===== src/rtl/instruction_fetch.sv =====
// Instruction fetch unit: PC with wrap/redirect feeding a 2-entry prefetch buffer.
// Optional halt-on-opcode behaviour is enabled by defining FETCH_HALT_EN.
module instruction_fetch #(
  parameter int ADDR_WIDTH = 8,
  parameter int DATA_WIDTH = 8,
  parameter int MEM_DEPTH = 6,
  parameter logic [ADDR_WIDTH-1:0] RESET_ADDRESS = '0,
  parameter logic [DATA_WIDTH-1:0] HALT_OPCODE = 8'hFF
) (
  input  logic                  clk,
  input  logic                  reset_n,
  output logic [ADDR_WIDTH-1:0] instruction_address,
  input  logic [DATA_WIDTH-1:0] instruction_data,
  input  logic                  fetch_enable,
  input  logic                  branch_valid,
  input  logic [ADDR_WIDTH-1:0] branch_target,
  output logic                  decode_valid,
  output logic [DATA_WIDTH-1:0] decode_instruction,
  output logic [ADDR_WIDTH-1:0] decode_address,
  input  logic                  decode_ready,
  output logic                  halted
);

  localparam logic [ADDR_WIDTH-1:0] LAST_ADDRESS = ADDR_WIDTH'(MEM_DEPTH - 1);
  localparam logic [ADDR_WIDTH:0]   DEPTH = (ADDR_WIDTH + 1)'(MEM_DEPTH);

  logic [1:0]            count;
  logic [ADDR_WIDTH-1:0] pc;
  logic [DATA_WIDTH-1:0] tail_instruction;
  logic [ADDR_WIDTH-1:0] tail_address;
  logic                  pop;
  logic                  push;
  logic                  halt_hit;
  logic [ADDR_WIDTH-1:0] redirect_pc;
  logic [ADDR_WIDTH-1:0] sequential_pc;

`ifdef FETCH_HALT_EN
  logic halt_state;
  assign halted   = halt_state;
  assign halt_hit = (instruction_data == HALT_OPCODE);
`else
  assign halted   = 1'b0;
  // Constant zero: the halt opcode is an ordinary instruction in this build.
  assign halt_hit = 1'b0 & (instruction_data == HALT_OPCODE);
`endif

  assign instruction_address = pc;
  assign decode_valid  = (count != 2'd0);
  assign pop           = decode_valid && decode_ready;
  assign push          = fetch_enable && !halted && !branch_valid && ((count != 2'd2) || pop);
  assign redirect_pc   = ({1'b0, branch_target} < DEPTH) ? branch_target : RESET_ADDRESS;
  assign sequential_pc = (pc == LAST_ADDRESS) ? '0 : pc + 1'b1;

  always_ff @(posedge clk) begin
    if (!reset_n) begin
      pc                 <= RESET_ADDRESS;
      count              <= 2'd0;
      decode_instruction <= '0;
      decode_address     <= '0;
      tail_instruction   <= '0;
      tail_address       <= '0;
`ifdef FETCH_HALT_EN
      halt_state         <= 1'b0;
`endif
    end else if (branch_valid) begin
      pc    <= redirect_pc;
      count <= 2'd0;
`ifdef FETCH_HALT_EN
      halt_state <= 1'b0;
`endif
    end else begin
      if (push) begin
        // A halt word is stored, but the PC stays parked on its address.
        pc <= halt_hit ? pc : sequential_pc;
`ifdef FETCH_HALT_EN
        halt_state <= halt_hit;
`endif
      end
      case ({push, pop})
        2'b10: begin
          if (count == 2'd0) begin
            decode_instruction <= instruction_data;
            decode_address     <= pc;
          end else begin
            tail_instruction <= instruction_data;
            tail_address     <= pc;
          end
          count <= count + 2'd1;
        end
        2'b01: begin
          if (count == 2'd2) begin
            decode_instruction <= tail_instruction;
            decode_address     <= tail_address;
          end
          count <= count - 2'd1;
        end
        2'b11: begin
          if (count == 2'd1) begin
            decode_instruction <= instruction_data;
            decode_address     <= pc;
          end else begin
            decode_instruction <= tail_instruction;
            decode_address     <= tail_address;
            tail_instruction   <= instruction_data;
            tail_address       <= pc;
          end
        end
        default: ;
      endcase
    end
  end

endmodule

===== config.mk =====
export PLATFORM = sky130hd
export DESIGN_NAME = instruction_fetch
export DESIGN_NICKNAME = d
export VERILOG_FILES = /design/src/rtl/instruction_fetch.sv
export SDC_FILE = /design/constraint.sdc
export NUM_CORES = 1
export LEC_CHECK = 0
export ABC_AREA = 1
export BUFFER_PORTS_ARGS = -buffer_cell sky130_fd_sc_hd__buf_2
export CAP_MARGIN = 20
export CELL_PAD_IN_SITES_DETAIL_PLACEMENT = 1
export CELL_PAD_IN_SITES_GLOBAL_PLACEMENT = 2
export CORE_ASPECT_RATIO = 0.7
export CORE_MARGIN = 3
export CORE_UTILIZATION = 29
export CTS_CLUSTER_SIZE = 28
export DETAILED_ROUTE_END_ITERATION = 16
export HOLD_SLACK_MARGIN = 0.03
export PLACE_DENSITY = 0.84
export SKIP_LAST_GASP = 1
export SLEW_MARGIN = 0
export SYNTH_ARGS = -nofsm -noshare
export SYNTH_HDL_FRONTEND = slang
export SYNTH_SLANG_ARGS = --single-unit

===== constraint.sdc =====
create_clock -name clk -period 1.7 [get_ports clk]
set_input_delay 0.34 -clock clk [delete_from_list [all_inputs] [get_ports clk]]
set_output_delay 0.34 -clock clk [all_outputs]
set_load 0.02 [all_outputs]

# ---- Word-level counts from Yosys, hierarchy flattened
# Cells that the tools add are included.
dict set report op_classes {
  n_addsub 3
  multipliers 0
  n_div 0
  order_cmp 1
  eq_ne 11
  shifts 0
  mux 19
  bitwise_logic 2
  reduce_logical 14
}
# op count
set op_table {}
lappend op_table {{$mux 8} 14}
lappend op_table {{$pmux 8 s3} 2}
lappend op_table {{$pmux 8 s2} 2}
lappend op_table {{$ne 2x2->1 const B} 5}
lappend op_table {{$add 8x1->8 const B} 1}
lappend op_table {{$eq 8x3->1 const B} 1}
lappend op_table {{$lt 8x3->1 const B} 1}
lappend op_table {{$reduce_and 4->1} 2}
lappend op_table {{$reduce_bool 2->1} 4}
lappend op_table {{$eq 2x2->1 const B} 3}
lappend op_table {{$eq 2x1->1 const B} 2}
lappend op_table {{$pmux 2 s2} 1}
lappend op_table {{$logic_and 1x1->1} 3}
lappend op_table {{$reduce_bool 3->1} 1}
lappend op_table {{$add 2x1->2 const B} 1}
lappend op_table {{$logic_not 2->1} 1}
lappend op_table {{$not 1->1} 2}
lappend op_table {{$reduce_or 2->1} 1}
lappend op_table {{$sub 2x1->2 const B} 1}
lappend op_table {{$logic_not 1->1} 1}
lappend op_table {{$logic_or 1x1->1} 1}
dict set report totals {
  regBits 42
  latch_bits 0
  ram_bits 0
  romBits 0
  inputBits 21
  output_inout_bits 26
  wordCells 56
  mem_count 0
}

# ---- Logic depth before layout (Yosys ltp)
# Gate-level depths: netlist of the first run.
dict set report logic_depth {
  depth_word 7
  depth_mapped 11
  mapped_depth_nobuf 11
}

# ---- Worst setup path before layout of the first run
# OpenSTA, ideal clock, no wires.
dict set report synth_timing {
  path_type {register -> register}
  from {reg count[0]}
  to {reg tail_address[0]}
  setup_time_ns 0.064
  arrival_time_ns 1.511
  required_time_ns 1.636
  slack_ns 0.126
  stages_incl_launch_ff 11
  path_buffers 1
  synth_period_minus_slack_ns 1.574
  path_cell_list {dfxtp_1 > inv_1 > ha_1 > inv_1 > nand2_1 > nand2_1 > nand2_2 > nor2_4 > buf_6 > nor2_1 > nor2_1}
}
dict set report synth_via {
  elab_chain_cells 7
  elab_cells_between_ends 14
  classes_between {eq/ne (6); mux (1); reduce/logical (7)}
}
# item line_no
set synth_lines {}
lappend synth_lines {{from (decl)} 27} ;# logic [1:0] count;
lappend synth_lines {{from (signal assigned)} 88} ;# count <= count + 2'd1;
lappend synth_lines {{from (signal assigned)} 95} ;# count <= count - 2'd1;
lappend synth_lines {{$reduce_bool 2->1 *} 48} ;# assign decode_valid = (count != 2'd0);
lappend synth_lines {{net decode_valid} 17} ;# output logic decode_valid,
lappend synth_lines {{$logic_and 1x1->1 *} 49} ;# assign pop = decode_valid && decode_ready;
lappend synth_lines {{$logic_or 1x1->1} 50} ;# assign push = fetch_enable && !halted && !branch_valid && ((count != 2'd2) || pop);
lappend synth_lines {{$logic_and 1x1->1} 50}
lappend synth_lines {{$eq 2x2->1} 79} ;# case ({push, pop})
lappend synth_lines {{$ne 2x2->1 (no line) or $reduce_bool 2->1 (tied branches)} -}
lappend synth_lines {{$reduce_and 4->1 (no line)} -}
lappend synth_lines {{to (signal assigned)} 86} ;# tail_address <= pc;
lappend synth_lines {{to (signal assigned)} 105} ;# tail_address <= pc;
lappend synth_lines {{to (decl)} 30} ;# logic [ADDR_WIDTH-1:0] tail_address;
# The timed path passes the listed nets; every way through them passes the cells marked *.
# A chain may end at the register's enable or synchronous reset.

# ---- Worst setup path after layout of the first run
dict set report layout_timing {
  from {reg count[1]}
  to {reg decode_instruction[1]}
}
dict set report layout_via {
  elab_chain_cells 7
  elab_cells_between_ends 17
  classes_between {eq/ne (8); mux (2); reduce/logical (7)}
}
# item line_no
set layout_lines {}
lappend layout_lines {{$reduce_bool 2->1} 48}
lappend layout_lines {{$logic_and 1x1->1} 49}
lappend layout_lines {{$logic_or 1x1->1} 50}
lappend layout_lines {{$logic_and 1x1->1} 50}
lappend layout_lines {{$eq 2x1->1 or $eq 2x2->1 (tied branches)} 79}
lappend layout_lines {{$ne 2x2->1 (no line) or $reduce_bool 3->1 (tied branches)} -}
lappend layout_lines {{$reduce_and 4->1 (no line)} -}
lappend layout_lines {{to (signal assigned)} 82} ;# decode_instruction <= instruction_data;
lappend layout_lines {{to (signal assigned)} 92} ;# decode_instruction <= tail_instruction;
lappend layout_lines {{to (signal assigned)} 99} ;# decode_instruction <= instruction_data;
lappend layout_lines {{to (decl)} 18} ;# output logic [DATA_WIDTH-1:0] decode_instruction,
# Parallel ways exist; a longest one is shown, timed or not.

==> summary.md, run 1 <==
| Metric | Value |
|---|---|
| Placer Congestion | 0.813 |
| Pin count of the biggest net entering global routing | 37 |
| Inserted Clock Buffers | 5 |
| Cells after Synth | 381 |
| H-tree levels | 2 |
| Hold_sp | instruction_data[4] |
| Final cycle utilization of the critical path | 0.898 |
| Die ar. | 0.00963 mm^2 |
| Min Tclk post-route | 1530 ps |
| Switching Fraction | 0.298 |
| Lkg Pwr | 1.53 nW |
| Area Growth Syn to Fin | 20.7% |
| Synth Warn # | 0 |
| P per Cell Area | 849 mW/mm^2 |
| Die Wd | 116 um |
| Multi-input logic area | 0.00137 mm^2 |
| Die Y-Extent | 83.0 um |
| Crit-path slowest cell | dfxtp_2 |
| Post-Synth Simple-Gate Area | 0.493 |
| Final worst slack | 173 ps |
| CP Launch Point | count[1]$_SDFFE_PP0P_ |
| Setup crit start kind | flip-flop |
| Most Frequent Cell on Critical Path | buf_4 |
| Nets | 454 |
| Dpl hpwl | 5.57 mm |
| Yosys cell types | 25 |
| Hold crit path type | in -> reg |
| Port buffer count | 45 |
| Fin. Hold Viols | 0 |
| Crit path max fanout | 5 |
| IO Pins | 47 |
| Syn Area/Cell | 6.45 um^2 |
| Endpoints failing setup | 0 |
| FP Rows | 27 |
| Area leader, netlist | dfxtp_1 |
| Fmax | 0.655 GHz |
| Worst endpoint required time | 1880 ps |
| Post-synthesis adder-cell area fraction | 0.0255 |
| Reg2reg start | count[1]$_SDFFE_PP0P_ |
| Vias | 2,479 |
| First-pass DRT Iterations | 4 |
| Std-Cell Core Area | 0.00804 mm^2 |
| Total gr overflow | 0 |
| Fin. max-slew vios | 0 |
| Post-synthesis sequential area ratio | 0.342 |
| Seq pwr share | 0.433 |
| Compound-Gate Fraction of Synth Area | 0.0265 |
| Root buf cell | clkbuf_16 |
| Kind of critical path | reg -> reg |
| XOR/XNOR Fraction of Synth Area | 0.00713 |
| Power share of the combinational group | 0.196 |
| Clk_skew | 3.50 ps |
| VDD IR max | 386 uV |
| Initial core utilization | 0.306 |
| Layout cells sized above 1 | 0.201 |
| Filler cell count | 1,080 |
| DP Worst Slack | -11.1 ps |
| Syn Nets | 407 |
| Initial antenna violation count | 0 |
| DRT antenna net count | 0 |
| Vias in the first global route | 2,634 |
| Final Non-Filler Cells | 529 |
| Reg area | 842 um^2 |
| Synth area leaders | dfxtp_1 (34%), nand2_1 (16%), nor2_1 (13%) |
| Yosys reg bits | 42 |
| CTS tree | done |
| Placed cell count | 518 |
| Critical Path Max Stage Delay | 330 ps |
| Clk pwr share | 0.371 |
| P_sw | 0.000750 W |
| Worst path top cell family by delay | buffers and inverters |
| Mapped Area | 0.00246 mm^2 |
| # diodes | 0 |
| Tot GR Track Use | 0.171 |
| Critical path endpoint category | flip-flop |
| MaxCap Viol Count | 0 |
| Internal power | 0.00177 W |
| Routed len/inst | 14.6 um |
| Worst-path clk slew | 60 ps |
| Main combinational cell family by area after synthesis | simple AND/OR/NAND/NOR gates |
| Clk buf depth | 2 |
| Critical path arrival | 1710 ps |
| Via density per instance | 4.69 |
| First-pass GRT wire length | 13.1 mm |
| Status | completed |
| Clock sink count | 42 |
| Post-synthesis mux area share | 0 |
| Critical path cell sequence | inv_1, ha_2, nor2_4, buf_4, buf_4, buf_4, nand3_1, nand2_1, nor2_1, nor2_1 |
| Top cell type's share of synthesized area | 0.342 |
| DR iter-0 viols | 116 |
| Clk_lat worst skew | 290 ps |
| WP buf/inv | 4 |
| Wirelength, routed | 7.70 mm |
| # DRC | 0 |
==> logic make-up (layout without fill, tap and decap cells) <==
| kind of cell | after synthesis | count (layout) |
|---|---|---|
| AO/OA/AOI/OAI | 11 | 11 |
| AND/OR/NAND/NOR | 266 | 266 |
| adder cells (fa/ha/maj) | 5 | 5 |
| other | 1 | 1 |
| buffers and inverters | 54 | 101 |
| flip-flops | 42 | 42 |
| XOR/XNOR | 2 | 2 |
==> timing repair <==
item,4_1_cts,5_1_grt
hold buffers,0,0
resized for setup,0,7
buffers inserted,1,3
setup endpoints to repair,19,41
pin swaps,1,2
==> power groups by stage <==
stage                     logic (W)  registers [W]  clock network (W)
after detailed placement   0.000487        0.00111                  0
after global placement     0.000473        0.00111                  0
after global routing       0.000566        0.00110            0.00102
after floorplan            0.000301        0.00115                  0
final                      0.000494        0.00109           0.000934
after CTS                  0.000491        0.00109           0.000972
==> cell type report <==
class	instances	share of cell area
Clock buffer	5	0.0422
Clock inverter	2	0.00337
Inverter	35	0.0443
Multi-Input combinational cell	285	0.463
Sequential cell	42	0.284
Tap cell	101	0.0426
Timing Repair Buffer	59	0.121
==> metrics by stage <==
| stage | setup TNS [ps] | total power [W] | util | hold WS, ps | cell area, um^2 |
|---|---|---|---|---|---|
| after global placement | 0 | 0.00158 | 0.346 | 465 | 2780 |
| after CTS | 0 | 0.00255 | 0.364 | 375 | 2930 |
| after global routing | -2.85 | 0.00268 | 0.369 | 407 | 2970 |
| after detailed placement | -34.4 | 0.00160 | 0.346 | 479 | 2780 |
| final | 0 | 0.00252 | 0.369 | 376 | 2970 |
| after floorplan | 0 | 0.00145 | - | 455 | 2460 |
==> synth_stat cells, drive strengths merged <==
library cell	n
inv	35
nand4	17
o21ai	4
ha	5
nand3b	17
or2	1
nand3	30
conb	1
nor2	87
a21oi	5
dfxtp	42
clkbuf	5
o211ai	2
nand2	114
buf	14
xor2	2
==> metal layers <==
metal | global-route usage | routed length, um | vias up
li1 | - | - | 1281
met1 | 0.251 | 4060 | 1154
met2 | 0.255 | 3300 | 36
met3 | 0.0342 | 273 | 8
met4 | 0.0411 | 73 | 0
met5 | 0 | 0 | -
==> cell usage in the layout (no fill, tap or decap), types with 3 or more instances in the layout <==
cell	instances
nand2_4	3
nand2_1	107
inv_1	32
inv_2	3
nand3b_1	17
o21ai_0	4
nand3_1	28
dfxtp_1	41
nand4_1	17
ha_1	4
a21oi_1	5
nor2_1	83
nand2_2	4
buf_2	45
buf_4	11
clkbuf_16	5
==> worst reg2reg max path, delay by kind of cell, from the launching register on <==
kind                     cells  cell delay (ps)
adder cells (fa/ha/maj)      1              230
buffers and inverters        4              500
flip-flops                   1              330
AND/OR/NAND/NOR              5              370
==> state kept, by name (all words and copies together) (netlist names) <==
| register | cells |
|---|---|
| decode_instruction | 8 |
| tail_instruction | 8 |
| instruction_address | 8 |
| count | 2 |
| decode_address | 8 |
| tail_address | 8 |
==> path summary, 6_finish.rpt <==
check / to / slack, ps / cells past startpoint
setup / recovery: decode_instruction[1]$_SDFFE_PN0P_ / 170 / 10
hold / removal: decode_instruction[4]$_SDFFE_PN0P_ / 380 / 5
setup reg to reg: decode_instruction[1]$_SDFFE_PN0P_ / 170 / 10
hold reg to reg: tail_instruction[3]$_SDFFE_PN0P_ / 490 / 2
Power figures use the tool's default switching activity.
==> run 2: changes to the inputs <==
RECOVER_POWER = 50   (was not set)
==> run 2 against run 1 <==
- global-route usage is the same
- via count shrank 0.20%
- sequential cell count is the same
- setup slack is essentially flat
- sequential share of layout area grew 0.29 points
==> summary.md, run 2 (synthesized netlist as in run 1, its figures left out) <==
| Metric | Value |
|---|---|
| Layout cells sized above 1 | 0.145 |
| First-pass GRT wire length | 13.1 mm |
| Met3 global-route usage | 0.0342 |
| Die Y-Extent | 83.0 um |
| CTS tree | done |
| Area Growth Syn to Fin | 19.5% |
| Clk_lat worst skew | 290 ps |
| Met2 usage in global routing | 0.255 |
| Most Frequent Cell on Critical Path | buf_4 |
| Status | completed |
| Placed cell count | 518 |
| Fin. Hold Viols | 0 |
| Vias | 2,474 |
| Crit path max fanout | 5 |
| Inserted Clock Buffers | 5 |
| First-pass DRT Iterations | 4 |
| DRT antenna net count | 0 |
| GR Layer Usage met1 | 0.251 |
| Std-Cell Core Area | 0.00804 mm^2 |
| DR iter-0 viols | 116 |
| Leading cell type in the layout, fill and taps excluded | nand2_1 |
| H-tree levels | 2 |
| Clock sink count | 42 |
| Hold_buf cts | 0 |
| Die Wd | 116 um |
| # DRC | 0 |
| Initial antenna violation count | 0 |
| Worst endpoint required time | 1880 ps |
| Tot GR Track Use | 0.171 |
| Critical path arrival | 1710 ps |
| Lkg Pwr | 1.43 nW |
| Hold crit path type | in -> reg |
| IO Pins | 47 |
| Fin. max-slew vios | 0 |
| Clk_skew | 3.42 ps |
| Total gr overflow | 0 |
| Placer Congestion | 0.813 |
| MaxCap Viol Count | 0 |
| Final Non-Filler Cells | 529 |
| Worst-path clk slew | 60 ps |
| Kind of critical path | reg -> reg |
| Final cycle utilization of the critical path | 0.898 |
| VDD IR max | 383 uV |
| Port buffer count | 45 |
| Critical path cell sequence | inv_1, ha_2, nor2_4, buf_4, buf_4, buf_4, nand3_1, nand2_1, nor2_1, nor2_1 |
| Routed len/inst | 14.6 um |
| Critical path endpoint category | flip-flop |
| P per Cell Area | 854 mW/mm^2 |
| Critical Path Max Stage Delay | 330 ps |
| Crit-path slowest cell | dfxtp_2 |
| Root buf cell | clkbuf_16 |
| Setup crit start kind | flip-flop |
| Via density per instance | 4.68 |
| Fmax | 0.655 GHz |
| # diodes | 0 |
| Endpoints failing setup | 0 |
| Die ar. | 0.00963 mm^2 |
| Min Tclk post-route | 1530 ps |
| Initial core utilization | 0.306 |
| Wirelength, routed | 7.70 mm |
| WP buf/inv | 4 |
| Clk buf depth | 2 |
| Vias in the first global route | 2,634 |
| Filler cell count | 1,080 |
| Pin count of the biggest net entering global routing | 37 |
| Nets | 454 |
| Total power | 0.00251 W |
| Worst path top cell family by delay | buffers and inverters |
| GR peak layer | met2 |
| FP Rows | 27 |
| Dpl hpwl | 5.57 mm |
| Most frequent cells in the layout | nand2_1 (107), nor2_1 (83), dfxtp_1 (41) |
[run 2: per-stage QoR]
stage	setup WS, ps	util	cell area [um^2]	setup TNS (ps)	hold WS, ps
after floorplan	126	-	2460	0	455
after global placement	78.1	0.346	2780	0	465
after detailed placement	-11.1	0.346	2780	-34.4	479
after CTS	56.3	0.364	2930	0	375
after global routing	-2.86	0.365	2940	-2.86	407
final	173	0.365	2940	0	376
[run 2: area by class of cell]
type                    count  area, um^2  area share
clock inverters             2        10.0     0.00341
repair buffers             59         329       0.112
multi-input cells         285        1370       0.467
clock buffers               5         125      0.0426
inverters                  35         131      0.0447
flip-flops and latches     42         842       0.287
well taps                 101         126      0.0430
[run 2: worst reg2reg max path: stages (launching register included)]
cell     delay, ps
dfxtp_2        330
inv_1           70
ha_2           230
nor2_4          50
buf_4          160
buf_4          130
buf_4          140
nand3_1         80
nand2_1         70
nor2_1         120
nor2_1          50
[run 2: final timing paths]
check,startpoint,to,slack [ps],cells past startpoint
max,count[1]$_SDFFE_PP0P_,decode_instruction[1]$_SDFFE_PN0P_,170,10
min reg2reg,tail_instruction[3]$_SDFFE_PN0P_,tail_instruction[3]$_SDFFE_PN0P_,490,2
max reg2reg,count[1]$_SDFFE_PP0P_,decode_instruction[1]$_SDFFE_PN0P_,170,10
min,instruction_data[4],decode_instruction[4]$_SDFFE_PN0P_,380,5
[run 2: layer usage]
metal	part of all wire	wire [um]
met4	0.0095	73
met3	0.035	269
met5	0	0
met2	0.43	3300
met1	0.53	4060
[run 2: power breakdown]
part	internal [W]	switching (W)	total, W
clock	0.000531	0.000402	0.000934
sequential	0.00105	0.0000390	0.00109
combinational	0.000176	0.000309	0.000485
[run 2: what timing repair did]
action / in CTS / in global routing
pin swaps: 1 / 2
cloned: 0 / 0
gates resized for setup: 0 / 7
setup buffers: 1 / 3
setup endpoints to repair: 19 / 41
==> run 3: changes to the inputs <==
ABC_AREA = not set   (was 1)
CORE_UTILIZATION = 30   (was 29)
PLACE_DENSITY = 0.8   (was 0.84)
==> run 3 against run 2 <==
- power is 20% lower
- sequential share of layout area is 5.7 points higher
- sequential cell count did not move
- highest routed layer unchanged
- synthesized cell count shrank 45%
- utilization is 2.1 points higher
- first-iteration DRC count is 51% lower
- cell count down 33%
- wire length fell by 35%
==> summary.md, run 3 <==
| Metric | Value |
|---|---|
| Clk_skew | 3.86 ps |
| Inserted Clock Buffers | 5 |
| Die Wd | 104 um |
| Number of setup buffers added after CTS | 0 |
| IO Pins | 47 |
| CTS tree | done |
| TNS Setup | 0 ps |
| Status | completed |
| Area leader, netlist | dfxtp_1 |
| Worst endpoint required time | 1880 ps |
| Die Y-Extent | 74.5 um |
| First-pass DRT Iterations | 4 |
| # DRC | 0 |
| Clock sink count | 42 |
| Std-Cell Core Area | 0.00637 mm^2 |
| Initial core utilization | 0.316 |
| Number of synthesized flops with an enable pin | 0 |
| Seq pwr share | 0.523 |
| Placer Congestion | 0.800 |
| H-tree levels | 2 |
| Post-synthesis sequential area ratio | 0.418 |
| Area Growth Syn to Fin | 22.2% |
| Lkg Pwr | 1.13 nW |
| First-pass GRT wire length | 8.34 mm |
| Layout Utilization | 0.386 |
| Min Tclk post-route | 1620 ps |
| Vias | 1,661 |
| P_sw | 0.000571 W |
| Multi-input logic area | 0.00107 mm^2 |
| Power share of the combinational group | 0.176 |
| Dpl hpwl | 3.68 mm |
| VDD IR max | 305 uV |
| Hold_buf cts | 0 |
| Hold crit path type | in -> reg |
| Fin. Hold Viols | 0 |
| Top-count cell post-synth | dfxtp_1 |
| Nets | 289 |
| Routed len/inst | 14.1 um |
| Unrepaired setup endpoints after global routing | false |
| Reg2reg start | count[0]$_SDFFE_PP0P_ |
| Yosys cell types | 45 |
| Root buf cell | clkbuf_8 |
| Hold_sp | instruction_data[6] |
| Yosys reg bits | 42 |
| Clk buf depth | 2 |
| Layout cells sized above 1 | 0.217 |
| Via density per instance | 4.69 |
| # diodes | 0 |
| Critical path arrival | 1800 ps |
| Internal power | 0.00144 W |
| Fmax | 0.618 GHz |
| Mapped Area | 0.00201 mm^2 |
| CP Launch Point | count[0]$_SDFFE_PP0P_ |
| DR iter-0 viols | 57 |
| MaxCap Viol Count | 0 |
| Synth area leaders | dfxtp_1 (42%), mux2i_1 (17%), o21ai_1 (4.0%) |
| Die ar. | 0.00774 mm^2 |
| Final cycle utilization of the critical path | 0.952 |
| Setup crit start kind | flip-flop |
| Filler cell count | 773 |
| Total power | 0.00201 W |
| Fin. max-slew vios | 0 |
| Post-synth ARST share | 0 |
| Synth Warn # | 0 |
| Pin count of the biggest net entering global routing | 33 |
| Switching Fraction | 0.284 |
| Most frequent cells in the layout | dfxtp_1 (40), mux2i_1 (33), clkbuf_1 (24) |
| Wirelength, routed | 5.00 mm |
| Cells after Synth | 211 |
| Kind of critical path | reg -> reg |
| Vias in the first global route | 1,673 |
| Initial antenna violation count | 0 |
| Leading cell type in the layout, fill and taps excluded | dfxtp_1 |
| Syn Nets | 237 |
| Critical path endpoint category | flip-flop |
| Top FF cell, synth | dfxtp_1 |
| P per Cell Area | 819 mW/mm^2 |
| Top cell type's share of synthesized area | 0.418 |
| Syn Area/Cell | 9.53 um^2 |
| DRT antenna net count | 0 |
| Resize count post-CTS | 0 |
| Total gr overflow | 0 |
| Clk_lat worst skew | 280 ps |
| Reg area | 843 um^2 |
| Clk pwr share | 0.302 |
| Commonest cells in the netlist | dfxtp_1 (42), mux2i_1 (34), nor2_1 (20) |
| Tot GR Track Use | 0.134 |
| FP Rows | 24 |
| Endpoints failing setup | 0 |
| Port buffer count | 45 |
| Crit path max fanout | 16 |
| Worst-path clk slew | 80 ps |
## run 3: changes by cell type after synthesis, moves of 4 or more
cell / before / now
nand4_1: 17 / 1
nand3b_1: 17 / 3
a21oi_2: 0 / 4
nand3_1: 28 / 5
o21ai_1: 0 / 16
a21oi_1: 5 / 14
mux2i_1: 0 / 34
nor2_1: 84 / 20
nand2_1: 108 / 7
inv_1: 33 / 8
buf_2: 7 / 2
nand2_2: 4 / 0
a31oi_1: 0 / 4
## run 3: path summary, 6_finish.rpt
kind / cells after the start / endpoint / slack [ps]
worst max-delay path: 7 / decode_address[5]$_SDFFE_PN0P_ / 80
worst min-delay path: 3 / tail_instruction[6]$_SDFFE_PN0P_ / 300
worst min register to register: 2 / tail_instruction[2]$_SDFFE_PN0P_ / 500
worst max register to register: 7 / decode_address[5]$_SDFFE_PN0P_ / 80
## run 3: layout make-up
class / instances / area share
Timing Repair Buffer: 58 / 0.130
Tap cell: 91 / 0.0464
Inverter: 9 / 0.0138
Clock inverter: 2 / 0.00408
Clock buffer: 5 / 0.0280
Multi-Input combinational cell: 147 / 0.435
Sequential cell: 42 / 0.343
## run 3: critical path: stages, from the launching register on
cell      delay, ps
dfxtp_2         350
inv_1            60
ha_1            220
nand2b_2        240
a21o_1          200
buf_12          160
mux2i_2         200
a21oi_2          70
## run 3: cells by family (layout without fill, tap and decap cells)
group,Yosys count,count (layout),share of synthesized area
AOI/OAI and AO/OA,56,56,0.179
and+or+nand+nor,47,47,0.119
DFF,42,42,0.418
muxes,34,34,0.169
buffers and inverters,22,74,0.0647
adders and majority gates,5,5,0.0311
xor gates and xnor gates,4,4,0.0174
other,1,1,0.00187
## run 3: through the flow
stage	std cells	hold WS (ps)	instance area (um^2)	setup WS [ps]
CTS	354	300	2460	5.51
global route	354	310	2460	4.54
finish	354	305	2460	80.8
floorplan	211	463	2010	20.4
global placement	347	473	2380	90.8
detailed placement	347	486	2380	30.9
## run 3: power groups by stage
stage,sequential (W),clock [W],combinational (W)
floorplan,0.00112,0,0.000198
global placement,0.00107,0,0.000360
detailed placement,0.00107,0,0.000365
global route,0.00106,0.000682,0.000389
CTS,0.00105,0.000634,0.000367
finish,0.00105,0.000607,0.000353
## run 3: metal layers
metal,track usage,wire (um)
met1,0.180,2540
met2,0.219,2220
met3,0.0382,223
met4,0.0265,19
met5,0,0
